==> src/rtl/register_file_sb.sv <==
// Register file with combinational reads and a per-register pending scoreboard.
// Optional write-to-read bypass enabled by defining REGISTER_FILE_BYPASS_EN.
module register_file_sb #(
    parameter int WIDTH  = 32,
    parameter int ADDR_W = 5
) (
    input  logic              clock,
    input  logic              reset,
    input  logic              Reg_Write_i,
    input  logic [ADDR_W-1:0] Write_Register_i,
    input  logic [WIDTH-1:0]  Write_Data_i,
    input  logic [ADDR_W-1:0] Read_Register_1_i,
    input  logic [ADDR_W-1:0] Read_Register_2_i,
    output logic [WIDTH-1:0]  Read_Data_1_o,
    output logic [WIDTH-1:0]  Read_Data_2_o,
    input  logic              Issue_i,
    input  logic [ADDR_W-1:0] Issue_Register_i,
    output logic              Busy_1_o,
    output logic              Busy_2_o,
    output logic              Stall_o
);

    localparam int DEPTH = 2 ** ADDR_W;

    logic [WIDTH-1:0] mem_q [DEPTH];
    logic [DEPTH-1:0] pending_q;
    logic [DEPTH-1:0] pending_d;

    logic wr_en;
    logic iss_en;

    assign wr_en  = Reg_Write_i && (Write_Register_i != '0);
    assign iss_en = Issue_i && (Issue_Register_i != '0);

    // Issue is applied after the write clear so a newer producer keeps the bit set.
    always_comb begin
        pending_d = pending_q;
        if (wr_en) begin
            pending_d[Write_Register_i] = 1'b0;
        end
        if (iss_en) begin
            pending_d[Issue_Register_i] = 1'b1;
        end
        pending_d[0] = 1'b0;
    end

    always_ff @(posedge clock) begin
        if (reset) begin
            for (int i = 0; i < DEPTH; i++) begin
                mem_q[i] <= '0;
            end
            pending_q <= '0;
        end else begin
            if (wr_en) begin
                mem_q[Write_Register_i] <= Write_Data_i;
            end
            pending_q <= pending_d;
        end
    end

    logic [WIDTH-1:0] stored_1;
    logic [WIDTH-1:0] stored_2;
    logic             pend_1;
    logic             pend_2;

    assign stored_1 = (Read_Register_1_i == '0) ? '0 : mem_q[Read_Register_1_i];
    assign stored_2 = (Read_Register_2_i == '0) ? '0 : mem_q[Read_Register_2_i];
    assign pend_1   = (Read_Register_1_i == '0) ? 1'b0 : pending_q[Read_Register_1_i];
    assign pend_2   = (Read_Register_2_i == '0) ? 1'b0 : pending_q[Read_Register_2_i];

`ifdef REGISTER_FILE_BYPASS_EN
    logic hit_1;
    logic hit_2;

    assign hit_1 = wr_en && (Read_Register_1_i == Write_Register_i);
    assign hit_2 = wr_en && (Read_Register_2_i == Write_Register_i);

    assign Read_Data_1_o = hit_1 ? Write_Data_i : stored_1;
    assign Read_Data_2_o = hit_2 ? Write_Data_i : stored_2;
    assign Busy_1_o      = pend_1 && !hit_1;
    assign Busy_2_o      = pend_2 && !hit_2;
`else
    assign Read_Data_1_o = stored_1;
    assign Read_Data_2_o = stored_2;
    assign Busy_1_o      = pend_1;
    assign Busy_2_o      = pend_2;
`endif

    assign Stall_o = Busy_1_o || Busy_2_o;

endmodule

==> config.mk <==
export PLATFORM = sky130hd
export DESIGN_NAME = register_file_sb
export DESIGN_NICKNAME = d
export VERILOG_FILES = /design/src/rtl/register_file_sb.sv
export SDC_FILE = /design/constraint.sdc
export NUM_CORES = 2
export LEC_CHECK = 0
export CAP_MARGIN = 20
export CORE_MARGIN = 10
export CORE_UTILIZATION = 55
export CTS_BUF_LIST = sky130_fd_sc_hd__clkbuf_4
export DETAILED_ROUTE_END_ITERATION = 8
export GPL_TIMING_DRIVEN = 1
export MAX_ROUTING_LAYER = met4
export PLACE_DENSITY = 0.84
export RECOVER_POWER = 25
export SLEW_MARGIN = 20
export SYNTH_ARGS = -nofsm -noshare
export SYNTH_HDL_FRONTEND = slang
export SYNTH_SLANG_ARGS = --single-unit
==> constraint.sdc <==
create_clock -name clock -period 3.4 [get_ports clock]
set_input_delay 0.68 -clock clock [delete_from_list [all_inputs] [get_ports clock]]
set_output_delay 0.68 -clock clock [all_outputs]
set_load 0.02 [all_outputs]
==> results.md <==
- The maximum number of pins on one net before global-route repair is 44.
- The dominant combinational cell family by area after synthesis is multiplexers.
- The full die area is 115000 sq um.
- The routed via count is 36.6k.
- The total wire length is between 150000 and 200000 um.
- Setup repair after global routing could not meet its margin everywhere.
- At the later pin of the worst-skew pair, clock insertion delay measures 1140 ps.
- The initial core utilization is 0.552.
- In the finished design, the share of the clock period the worst path needs comes to 1.10.
- The flow ran to the end, but the final reports show violations.
- The largest stage delay on the critical path is about 580 ps.
- The wire length per cell is 32.1 um.
- STA classifies the critical path startpoint as a flop.
- The post-synthesis compound-gate area fraction is 0.0242.
- The max-cap check violation count is 2.
- The number of failing hold endpoints at the final stage was 0.
- The length of the first detailed-routing pass in iterations is 6.
- The worst setup skew after layout is 0 ps.
- Setup total negative slack on the finished layout was measured at -16500 ps.
- The data arrival time of the critical path is 3060 ps.
- The dominant cell type by count on the critical path is mux4_2.
- The share of synthesized area spent on multiplexers is 0.263.
- Leaving out fill and tap cells, the most frequent cells in the layout are edfxtp_1 (1024), and2_1 (960), mux4_2 (582).
- The share of Yosys cell area claimed by the top area cell type is 0.548.
- The overall die height is around 340 um.
- The number of placed instances, taps included, is slightly below 5k.
- The final hold slack is 183 ps.
- The finished layout holds between 5k and 6k standard cells, fillers aside.
- The maximum root-to-sink buffer count is 4.
- The global-route usage over all layers is 0.308.
- In this run the critical register-to-register path is launched from pending_q[19]$_SDFF_PP0_.
- The overall power of the completed layout is 0.0308 W.
- Walking the worst path, the cells encountered are mux4_2 > mux4_2 > a21o_4 > buf_6.
- Leaving out fill and tap cells, the most frequent cell in the layout is edfxtp_1.
- Based on the critical path, the design can be clocked at up to 0.268 GHz.
- The estimated wirelength of the detail-placed design is approximately 110000 um.
- Tracing the worst setup path back leads to its startpoint at mem_q[29][15]$_SDFFCE_PN0P_.
- The worst setup path is captured at an output port.
- The post-synthesis to final-layout area growth is 15.2%.
- The global route total overflow is 0.
- The routability-driven placement congestion ratio is 0.954.
- The worst pin sits at a relative slew slack of -0.370.
- For the pin with the worst max-slew slack, the measured transition is between 2000 and 2500 ps.
- Of the total synthesized cell area, the portion taken by XOR and XNOR cells is 0.
- In this run the number of H-tree levels came out at 5.
- The number of antenna violations at the first check in global routing is 14.
- The gate count after technology mapping is between 3k and 4k.
- The final design utilization is 0.636.
- The final reports fail on max-capacitance violations, max-slew violations, negative setup slack.
- Clock tree synthesis selected as its root buffer the cell clkbuf_4.
- The flip-flop and latch count after synthesis is 1055.
- The number of core rows is 117.
- The total power divided by cell area is 476 nW/um^2.
- The clock tree from TritonCTS is built.
- In this run the tool buffered the top-level ports with 122 buffer cells.
- The layout net count is around 4k.
- The die is 339 um wide.
- After detailed routing, the number of remaining DRC violations is 0.
- The worst-case IR drop observed on VDD is approximately 0.00041 V.
- The count of antenna-violating nets left after detailed routing is 0.
- In this run the count of I/O pins placed on the die edge is 123.
- The area of the placeable core is just over 100000 sq um.
- Of all nets on the critical path, the largest fanout is 2.
- The average size of a mapped cell is 16.1 sq um.
- The startpoint of the tightest hold check path is Write_Data_i[12].
- After synthesis the cells add up to around 56000 sq um.
- Once routing completed, OpenROAD measured the worst setup slack at -335 ps.
- The first routing iteration left around 5.6k violations.
- Ranked by total cell area, the synthesized netlist is headed by edfxtp_1 (55%), mux4_2 (22%), and2_1 (11%), mux2i_1 (2.3%), clkbuf_1 (1.8%).
- The wire length of the first global-routing pass is 252000 um.
- For the worst setup path, the data required time is 2720 ps.
- The final max-slew violation count came to 70.
- In this run, distinct cell masters in the synthesized netlist total 42.
- The slowest stage of the critical path is the mux4_2 cell.
- Of the cells placed in the final design, the portion with a size suffix greater than 1 is 0.366.
- The setup slack on the worst flop-to-flop path is 2700 ps.
- After detailed routing, the number of vias per cell comes to ~6.8.
- The area fraction in and, or, nand and nor cells after synthesis is 0.121.
- Clock-pin slew was measured on the worst setup and hold paths at 70 ps.
- The warning count from the yosys run is 0.
- Clock tree synthesis found a total of 1055 sinks.
- The final critical path time including I/O delays and setup is 3740 ps.
- The number of buffers created by CTS is 282.
- The final setup violation count is 107.
- The class of the most critical hold timing path is primary input to flop.
- The dominant cell type by area after synthesis is edfxtp_1.
- The leakage power total is 23.2 nW.
- The proportion of synthesized chip area in sequential cells is 0.559.
- The critical setup path kind is flop to output port.
- The via count of the first global-routing pass was 38.4k.
- Of the total synthesized cell area, the portion taken by full adders, half adders and majority gates is 0.
cell type report:
cell class	count	area (sq um)
Multi-Input combinational cell	2056	23500
Antenna cell	12	30.0
Clock inverter	57	350
Sequential cell	1055	31400
Inverter	35	131
Tap cell	1368	1710
Fill cell	6911	37000
Timing Repair Buffer	437	4620
Clock buffer	395	2970
final timing paths:
kind | endpoint | depth (start not counted)
max | Read_Data_2_o[15] | 4
min | mem_q[12][12]$_SDFFCE_PN0P_ | 2
max reg2reg | pending_q[19]$_SDFF_PP0_ | 2
min reg2reg | pending_q[16]$_SDFF_PP0_ | 2
per-layer routing:
metal	vias to the layer above	share of wire	GRT usage
li1	14400	-	-
met1	18000	0.31	0.367
met2	3397	0.46	0.462
met3	721	0.16	0.102
met4	0	0.063	0.173
met5	-	0	-
state kept, by name, summed over array words and instances (netlist names):
| signal | count |
|---|---|
| mem_q | 1024 |
| pending_q | 31 |
cell usage after synthesis:
master	instances
nor3_1	9
or3b_2	3
buf_1	28
nor2b_1	2
mux2i_1	130
o22ai_1	81
nand4_1	1
buf_12	2
and3b_1	5
o32ai_1	2
a211o_1	2
nor3b_1	7
mux4_2	555
mux4_1	35
buf_4	2
or3_1	9
a21oi_1	2
a21o_1	92
edfxtp_1	1024
nand4b_1	3
clkbuf_1	274
o21ai_0	13
buf_6	24
o22a_1	2
or2_2	2
buf_2	49
nand2_1	19
or4_1	1
nor2_1	35
dfxtp_1	31
nand3b_1	1
inv_1	35
nor4_1	1
nand3_1	2
mux2_2	4
a32o_1	2
conb_1	1
a211oi_1	2
nand2b_1	7
and2_1	992
and3_1	2
nor3b_2	1
per-stage QoR:
stage | setup slack (ps) | area (sq um)
floorplan | 332 | 56200
global placement | -515 | 61300
detailed placement | -522 | 61300
CTS | -343 | 64900
global route | -383 | 64600
finish | -335 | 64600
logic make-up after synthesis:
group	count (synthesis)
DFF	1055
and+or+nand+nor	1102
buffers and inverters	414
AOI/OAI and AO/OA	198
muxes	724
other	1
worst max-delay path: cells and delay by family (launching register included):
| kind | cells | cell delay (ps) |
|---|---|---|
| mux | 2 | 1060 |
| flops | 1 | 400 |
| compound gates | 1 | 280 |
| buf+inv | 1 | 140 |
power breakdown:
group	internal, W	leakage [nW]	switching (W)
logic	0.00213	11.2	0.00241
clock network	0.00569	1.99	0.00520
registers	0.0150	10.0	0.000370
repair_timing:
action                     4_1_cts  5_1_grt
hold buffers                     1        0
setup buffers                    3        1
hold endpoints to repair         9        0
gates resized for setup        372       16
pin swaps                       65        2
setup endpoints to repair       67       67
No activity file was read; power rests on OpenSTA's default activity.
